File: src/rtl/dds_pkg.sv
// Shared definitions for the DDS sweep controller.
//   DDS_W  : tuning-word width (matches the phase accumulator)
//   DDS_DW : dwell-counter width
//   dds_state_t : sweep controller states
package dds_pkg;

    localparam int unsigned DDS_W  = 28;
    localparam int unsigned DDS_DW = 16;

    typedef enum logic [1:0] {
        IDLE = 2'd0,
        UP   = 2'd1,
        DOWN = 2'd2,
        DONE = 2'd3
    } dds_state_t;

endpackage

File: src/rtl/dds_sweep_ctrl_dwell_timer.sv
// Dwell down-counter for the sweep controller.
//   CLOCK_50 : clock
//   reset    : asynchronous active-low reset
//   load     : reload the counter with load_val
//   load_val : dwell value; the current word is held load_val+1 cycles
//   expire   : high (registered) while the count is 0; a single cycle
//              unless the counter is reloaded
module dds_dwell_timer
    import dds_pkg::*;
#(
    parameter int unsigned DW = DDS_DW
) (
    input  logic          CLOCK_50,
    input  logic          reset,
    input  logic          load,
    input  logic [DW-1:0] load_val,
    output logic          expire
);

    logic [DW-1:0] cnt_q;

    // expire tracks "count is zero" one register stage ahead so it is registered
    always_ff @(posedge CLOCK_50 or negedge reset) begin
        if (!reset) begin
            cnt_q  <= '0;
            expire <= 1'b0;
        end else if (load) begin
            cnt_q  <= load_val;
            expire <= (load_val == '0);
        end else if (cnt_q != '0) begin
            cnt_q  <= cnt_q - DW'(1);
            expire <= (cnt_q == DW'(1));
        end else begin
            expire <= 1'b0;
        end
    end

endmodule

File: src/rtl/dds_sweep_ctrl.sv
// Frequency-sweep controller driving the DDS tuning word M.
// Steps M from f_start to f_stop by f_step, holding each word dwell+1 cycles,
// one-shot or continuous. Optional macro SWEEP_BIDIR_EN adds a down-ramp
// (triangle sweep) after each up-ramp.
//   CLOCK_50 : clock          reset  : async active-low reset
//   start    : sweep request  abort  : terminate sweep (beats start)
//   cont     : continuous     f_start/f_stop/f_step/dwell : sweep config
//   M        : tuning word    busy   : sweep active   done : one-shot end pulse
module dds_sweep_ctrl
    import dds_pkg::*;
#(
    parameter int unsigned W  = DDS_W,
    parameter int unsigned DW = DDS_DW
) (
    input  logic          CLOCK_50,
    input  logic          reset,
    input  logic          start,
    input  logic          abort,
    input  logic          cont,
    input  logic [W-1:0]  f_start,
    input  logic [W-1:0]  f_stop,
    input  logic [W-1:0]  f_step,
    input  logic [DW-1:0] dwell,
    output logic [W-1:0]  M,
    output logic          busy,
    output logic          done
);

    dds_state_t    state_q;
    logic          cont_q;
    logic          final_q;
    logic [W-1:0]  start_q;
    logic [W-1:0]  stop_q;
    logic [W-1:0]  step_q;
    logic [DW-1:0] dwell_q;

    logic          expire;
    logic          load_c;
    logic [DW-1:0] load_val_c;
    logic [W:0]    up_sum_c;
    logic          up_fin_c;
    logic [W-1:0]  up_word_c;

    // Timer reloads on accepted start and on every word change
    always_comb begin
        load_c     = 1'b0;
        load_val_c = dwell_q;
        if (!abort) begin
            if (state_q == IDLE) begin
                load_c     = start;
                load_val_c = dwell;
            end else if (state_q == UP || state_q == DOWN) begin
                load_c = expire;
            end
        end
    end

    // Next up-word; the extra bit catches wrap past 2^W
    always_comb begin
        up_sum_c  = {1'b0, M} + {1'b0, step_q};
        up_fin_c  = up_sum_c[W] || (up_sum_c[W-1:0] >= stop_q);
        up_word_c = up_fin_c ? stop_q : up_sum_c[W-1:0];
    end

`ifdef SWEEP_BIDIR_EN
    logic [W:0]   dn_diff_c;
    logic         dn_fin_c;
    logic [W-1:0] dn_word_c;

    // Next down-word; the extra bit catches borrow below 0
    always_comb begin
        dn_diff_c = {1'b0, M} - {1'b0, step_q};
        dn_fin_c  = dn_diff_c[W] || (dn_diff_c[W-1:0] <= start_q);
        dn_word_c = dn_fin_c ? start_q : dn_diff_c[W-1:0];
    end
`endif

    dds_dwell_timer #(.DW(DW)) u_timer (
        .CLOCK_50 (CLOCK_50),
        .reset    (reset),
        .load     (load_c),
        .load_val (load_val_c),
        .expire   (expire)
    );

    // Sweep FSM with registered outputs
    always_ff @(posedge CLOCK_50 or negedge reset) begin
        if (!reset) begin
            state_q <= IDLE;
            cont_q  <= 1'b0;
            final_q <= 1'b0;
            start_q <= '0;
            stop_q  <= '0;
            step_q  <= '0;
            dwell_q <= '0;
            M       <= '0;
            busy    <= 1'b0;
            done    <= 1'b0;
        end else begin
            done <= 1'b0;
            case (state_q)
                IDLE: begin
                    if (start && !abort) begin
                        cont_q  <= cont;
                        start_q <= f_start;
                        stop_q  <= f_stop;
                        step_q  <= f_step;
                        dwell_q <= dwell;
                        M       <= f_start;
                        final_q <= (f_start >= f_stop);
                        busy    <= 1'b1;
                        state_q <= UP;
                    end
                end
                UP: begin
                    if (abort) begin
                        busy    <= 1'b0;
                        state_q <= IDLE;
                    end else if (expire) begin
                        if (!final_q) begin
                            M       <= up_word_c;
                            final_q <= up_fin_c;
`ifdef SWEEP_BIDIR_EN
                        end else if (stop_q > start_q) begin
                            // f_stop is not repeated: go straight to the first down-word
                            M       <= dn_word_c;
                            final_q <= dn_fin_c;
                            state_q <= DOWN;
`endif
                        end else if (cont_q) begin
                            M       <= start_q;
                            final_q <= (start_q >= stop_q);
                        end else begin
                            busy    <= 1'b0;
                            done    <= 1'b1;
                            state_q <= DONE;
                        end
                    end
                end
`ifdef SWEEP_BIDIR_EN
                DOWN: begin
                    if (abort) begin
                        busy    <= 1'b0;
                        state_q <= IDLE;
                    end else if (expire) begin
                        if (!final_q) begin
                            M       <= dn_word_c;
                            final_q <= dn_fin_c;
                        end else if (cont_q) begin
                            // f_start is not repeated: M is f_start here, so step up from it
                            M       <= up_word_c;
                            final_q <= up_fin_c;
                            state_q <= UP;
                        end else begin
                            busy    <= 1'b0;
                            done    <= 1'b1;
                            state_q <= DONE;
                        end
                    end
                end
`endif
                DONE: begin
                    state_q <= IDLE;
                end
                default: begin
                    busy    <= 1'b0;
                    state_q <= IDLE;
                end
            endcase
        end
    end

endmodule

File: config.mk
export PLATFORM = sky130hd
export DESIGN_NAME = dds_sweep_ctrl
export DESIGN_NICKNAME = d
export VERILOG_FILES = /design/src/rtl/dds_pkg.sv /design/src/rtl/dds_sweep_ctrl_dwell_timer.sv /design/src/rtl/dds_sweep_ctrl.sv
export SDC_FILE = /design/constraint.sdc
export NUM_CORES = 1
export LEC_CHECK = 0
export ABC_AREA = 1
export CAP_MARGIN = 20
export CORE_ASPECT_RATIO = 0.75
export CORE_MARGIN = 4
export CORE_UTILIZATION = 45
export CTS_CLUSTER_SIZE = 10
export DETAILED_ROUTE_END_ITERATION = 8
export PLACE_DENSITY = 0.69
export SLEW_MARGIN = 20
export SYNTH_ARGS = -nofsm -noshare
export SYNTH_HDL_FRONTEND = slang
export SYNTH_SLANG_ARGS = --single-unit
File: constraint.sdc
create_clock -name CLOCK_50 -period 3.5 [get_ports CLOCK_50]
set_clock_uncertainty 0.1 [all_clocks]
set_input_delay 0.35 -clock CLOCK_50 [delete_from_list [all_inputs] [get_ports CLOCK_50]]
set_output_delay 0.35 -clock CLOCK_50 [all_outputs]
set_load 0.01 [all_outputs]
Word-level counts from Yosys, hierarchy flattened

Index checks and enable logic that the tools add are counted.

Flip-flop bits (word level): 151
Bits of input ports: 105
Output and inout bits: 30
Word-level logic and storage cells: 82

Add/sub/neg operators: 2
Order comparisons: 3
Equal/unequal tests: 11
Mux-type cells: 39
Bitwise logic cells: 1
Reductions and logical operators: 14

Operators by type and width:

| cell                                                                     | count |
|---|---|
| 28-bit 2-to-1 mux                                                        | 6 |
| 28-bit greater-or-equal comparator                                       | 3 |
| 16-bit 2-to-1 mux                                                        | 4 |
| 28-bit case mux with 2 select lines                                      | 1 |
| 28-bit by 28-bit adder with 29-bit output                                | 1 |
| 1-bit 2-to-1 mux                                                         | 20 |
| 16-bit by 1-bit == test with 1-bit output (second input constant)        | 1 |
| 16-bit logical NOT                                                       | 1 |
| 16-bit nonzero test                                                      | 1 |
| 16-bit by 1-bit subtractor with 16-bit output (second input constant)    | 1 |
| 2-bit 2-to-1 mux                                                         | 5 |
| 5-bit AND reduction                                                      | 2 |
| 3-bit inequality test (second input constant)                            | 3 |
| 4-bit AND reduction                                                      | 2 |
| 2-bit == test (second input constant)                                    | 2 |
| 2-bit by 1-bit inequality test with 1-bit output (second input constant) | 2 |
| 2-bit case mux with 2 select lines                                       | 1 |
| 2-bit nonzero test                                                       | 2 |
| 3-bit by 2-bit inequality test with 1-bit output (second input constant) | 1 |
| 1-bit case mux with 3 select lines                                       | 1 |
| 2-bit by 1-bit == test with 1-bit output (second input constant)         | 1 |
| 2-bit logical NOT                                                        | 1 |
| 1-bit logical OR                                                         | 2 |
| 2-bit inequality test (second input constant)                            | 1 |
| other kinds (5)                                                          | 5 |

Logic depth before layout (Yosys ltp)

Depth in word-level cells: 8
Gate-level depth with buffers: 30
Mapped depth without buffers: 29

Hierarchy

A second synthesis with hierarchy kept.

Cell total of the unflattened synthesis: 1680
Area, all modules: 11877.6 um^2

By module, submodules not included:

| module          | times used | cells each | area an instance (um^2) | seq. area each (um^2) |
|---|---|---|---|---|
| dds_sweep_ctrl  | 1          | 1508       | 10664.0                 | 3353.2 |
| dds_dwell_timer | 1          | 172        | 1213.7                  | 425.4 |

Worst setup path after synthesis

No wires, ideal clock.

Kind: reg2reg
From: reg M[0]
To: reg M[10]
Setup time: 0.073 ns
Arrival time: 3.155 ns
Data required time: 3.327 ns
Setup slack: 0.172 ns
Stages on the path, launching flop included: 26
Path buffers: 2
Clock period less this slack: 3.328 ns
Path through: dfrtp_1 > ha_1 > fa_1 > nand2_1 > inv_1 > nand2_1 > nand2_1 > nand2_1 > nand2_1 > nand2_1 > nand3_1 > nand2_1 > nand2_1 > ha_1 > nand3_2 > nor2_2 > nand3_1 > a21oi_1 > nor2_4 > nand2_4 > buf_8 > buf_12 > nand2_2 > nand3_2 > nand2_1 > a21oi_2

Word-level cells in the longest chain between the ends: 8

RTL lines:

| item                                        | line                  | text |
|---|---|---|
| from (decl)                                 | dds_sweep_ctrl.sv:24  | `output logic [W-1:0] M,` |
| from (signal assigned)                      | dds_sweep_ctrl.sv:109 | `M <= f_start;` |
| from (signal assigned)                      | dds_sweep_ctrl.sv:121 | `M <= up_word_c;` |
| from (signal assigned)                      | dds_sweep_ctrl.sv:131 | `M <= start_q;` |
| 28-bit by 28-bit adder with 29-bit output * | dds_sweep_ctrl.sv:60  | `up_sum_c = {1'b0, M} + {1'b0, step_q};` |
| 28-bit greater-or-equal comparator          | dds_sweep_ctrl.sv:61  | `up_fin_c = up_sum_c[W] \|\| (up_sum_c[W-1:0] >= stop_q);` |
| 1-bit logical OR                            | dds_sweep_ctrl.sv:61  |  |
| 28-bit 2-to-1 mux *                         | dds_sweep_ctrl.sv:62  | `up_word_c = up_fin_c ? stop_q : up_sum_c[W-1:0];` |
| 28-bit 2-to-1 mux *                         | dds_sweep_ctrl.sv:120 | `if (!final_q) begin` |
| 28-bit 2-to-1 mux *                         | dds_sweep_ctrl.sv:119 | `end else if (expire) begin` |
| 28-bit 2-to-1 mux *                         | dds_sweep_ctrl.sv:116 | `if (abort) begin` |
| 28-bit case mux with 2 select lines *       | dds_sweep_ctrl.sv:101 | `case (state_q)` |

Mark *: on every way between the ends. The rest lies on a longest branch, timed or not. The select of a mux whose other input is x is not followed.
A chain may end at the register's enable or synchronous reset.

Worst setup path in the final report

From: reg M[6]
To: reg M[26]

The elaborated chain is that of the path after synthesis.

==> results.json <==
{
  "status": "complete, but fails checks",
  "violations": "setup timing",
  "tightestPinTransition_ns": 0.757,
  "critPathMostFrequentCell": "nand2_1",
  "grt_start_max_net_pins": 124,
  "cts.sinks": 151,
  "crit_required_ns": 3.72,
  "relSlewSlack_pct": 49.5,
  "htree_levels": 4,
  "viasPerCell": 5.19,
  "clk_root_buffer_cell": "clkbuf_16",
  "synth_edf_count": 0,
  "synthDistinctLibCells": 47,
  "dieArea_mm2": 0.0287,
  "max_freq_mhz": 279,
  "stdcell_count": 2331,
  "hold_viol_final": 0,
  "ant_nets": 0,
  "async_flop_share_pct": 100,
  "cts_inserted_buffers": 17,
  "worst_skew_pair.late_latency_ns": 0.45,
  "dr.first_iter.drc_count": 959,
  "layout_common_cells": "nand2_1, inv_1, dfrtp_1",
  "synthCells": 1748,
  "hold_path_class": "in -> reg",
  "port_buffers": 134,
  "worst-setup-path-type": "reg -> reg",
  "dpl.cell_count": 2287,
  "ys_warn_count": 0,
  "setup_viol": 29,
  "syn_nets": 1971,
  "drive_gt1_share_pct": 18.5,
  "clock_path_buffers": 2,
  "syn_area_per_cell_um2": 6.71,
  "synth_flop_cell": "dfrtp_1",
  "std_cell_rows": 50,
  "startpoint": "M[6]",
  "first_pass_iters": 5,
  "ios": 135,
  "dp_hpwl_um": 28900,
  "syn2layout_area_growth_pct": 33.9,
  "drc_errors": 0,
  "slew_violations": 0,
  "finalWirelength_um": 38500,
  "max_stage_delay_ns": 0.40,
  "worst_slack_ns": -0.0867,
  "first_global_vias": 11500,
  "route.vias.total": 12100,
  "rsz0062_at_grt": "yes",
  "overflow": 0,
  "nNetsFinal": 2203,
  "wl_per_cell_um": 16.5,
  "place_congestion": 0.946,
  "crit_slowest_cell": "dfrtp_1",
  "reg2reg_slack_ns": -0.09,
  "cap_violations": 0,
  "place_ws_ns": -0.347,
  "regToRegStartpoint": "M[6]",
  "grt_pass1_wl_um": 60100,
  "antenna_cells": 0,
  "critPathArrivalTime_ns": 3.81,
  "netlist_area_mm2": 0.0117,
  "antenna_found_initial": 1,
  "initial_utilization_pct": 46.3,
  "mostFrequentLayoutCell": "nand2_1",
  "cts_tree": "yes",
  "ys_seq_area_share_pct": 32.2,
  "cp-start-kind": "register",
  "die_h_um": 148,
  "fin_crit_sh_pct": 102,
  "holdCritStartpoint": "f_step[14]",
  "crit_family": "simple AND/OR/NAND/NOR gates",
  "cp_num_buf_inv": 2,
  "clk_pin_slew_ns": 0.07,
  "ys_ff_latch": 151,
  "grt_usage_pct": 25.9,
  "core_region_area_mm2": 0.0253,
  "min_period_ns": 3.59,
  "critPathCaptureType": "register",
  "die_w_um": 194,
  "cp_max_fo": 5
}
-- timing repair --
action,CTS,global route
gates resized for setup,44,124
setup buffers,0,10
hold endpoints to repair,69,0
pin swaps,3,38
setup endpoints to repair,29,29
hold buffers,1,0
cloned,0,2
-- state kept, by name, indices dropped and copies added (netlist names), 2 cells and up --
| register | count |
|---|---|
| M | 28 |
| start_q | 28 |
| step_q | 28 |
| stop_q | 28 |
| dwell_q | 16 |
| u_timer.cnt_q | 16 |
| state_q | 2 |
-- cell usage after synthesis, drive strengths merged, types with 15 or more instances --
cell	n	area share (%)
nand4	20	1.1
ha	117	12
nor2	160	5.4
o21ai	73	3.1
nand2	653	21
buf	21	1.2
dfrtp	151	32
xor2	15	1.1
nand3	104	5.0
inv	229	7.3
clkbuf	29	0.93
a21oi	120	5.5
-- worst register-to-register path: stages (launching register included) --
cell	delay, ns
dfrtp_1	0.40
ha_1	0.38
nand2_1	0.11
nand2_1	0.11
inv_1	0.07
nand2_1	0.06
nand2_1	0.07
nand3_2	0.13
nand2_2	0.11
nand2_1	0.06
nand2_1	0.05
nand2_1	0.06
ha_1	0.31
nand2_1	0.09
nand2_1	0.09
nor2_2	0.18
nand2_4	0.09
nand2_4	0.08
nand3_4	0.09
nor2_4	0.20
nand2_8	0.13
clkbuf_16	0.19
nand2_1	0.05
nand3_1	0.07
nand2_1	0.11
a21oi_1	0.07
-- stage by stage --
stage	instance area [um^2]	utilization [%]	setup TNS, ns	hold WS [ns]
3_3_place_gp	14200	56.1	-5.90	0.327
6_report	15700	62.0	-1.09	0.339
2_1_floorplan	11700	-	0	-0.0456
5_1_grt	15700	62.0	-6.49	0.347
4_1_cts	15000	59.3	0	0.327
3_5_place_dp	14200	56.1	-7.20	0.325
-- path summary, 6_finish.rpt --
path,end,depth (start not counted)
max reg2reg,M[26],25
max in group asynchronous,step_q[1],3
min,step_q[14],3
min in group asynchronous,step_q[16],2
max,M[26],25
min reg2reg,dwell_q[6],2
-- layer usage --
metal,track usage (%),vias to the layer above,share of wire (%)
met5,0,-,0.044
met3,4.69,43,6.2
met1,39.6,5717,49
li1,-,5995,-
met2,38.1,343,42
met4,6.11,2,1.9
-- final cells by class --
class	count	area, um^2
multi-input combinational	1314	7610
clock buffer	17	425
fill	2320	9630
tap	338	423
timing repair buffer	263	2430
sequential	151	3780
clock inverter	15	164
inverter	233	876
-- cells by family (layout without fill, tap and decap cells) --
logic type / count (synthesis) / count (layout) / share of synthesized area (%)
XOR/XNOR: 18 / 18 / 1.34
flip-flops: 151 / 151 / 32.2
AO/OA/AOI/OAI: 214 / 214 / 9.94
adder cells (fa/ha/maj): 118 / 118 / 12.6
AND/OR/NAND/NOR: 962 / 962 / 34.1
buffers and inverters: 283 / 528 / 9.56
multiplexers: 2 / 2 / 0.171
Power is left out: the tool's default activity adds up to more than one toggle a clock period on the data nets, which glitch-free logic cannot reach.
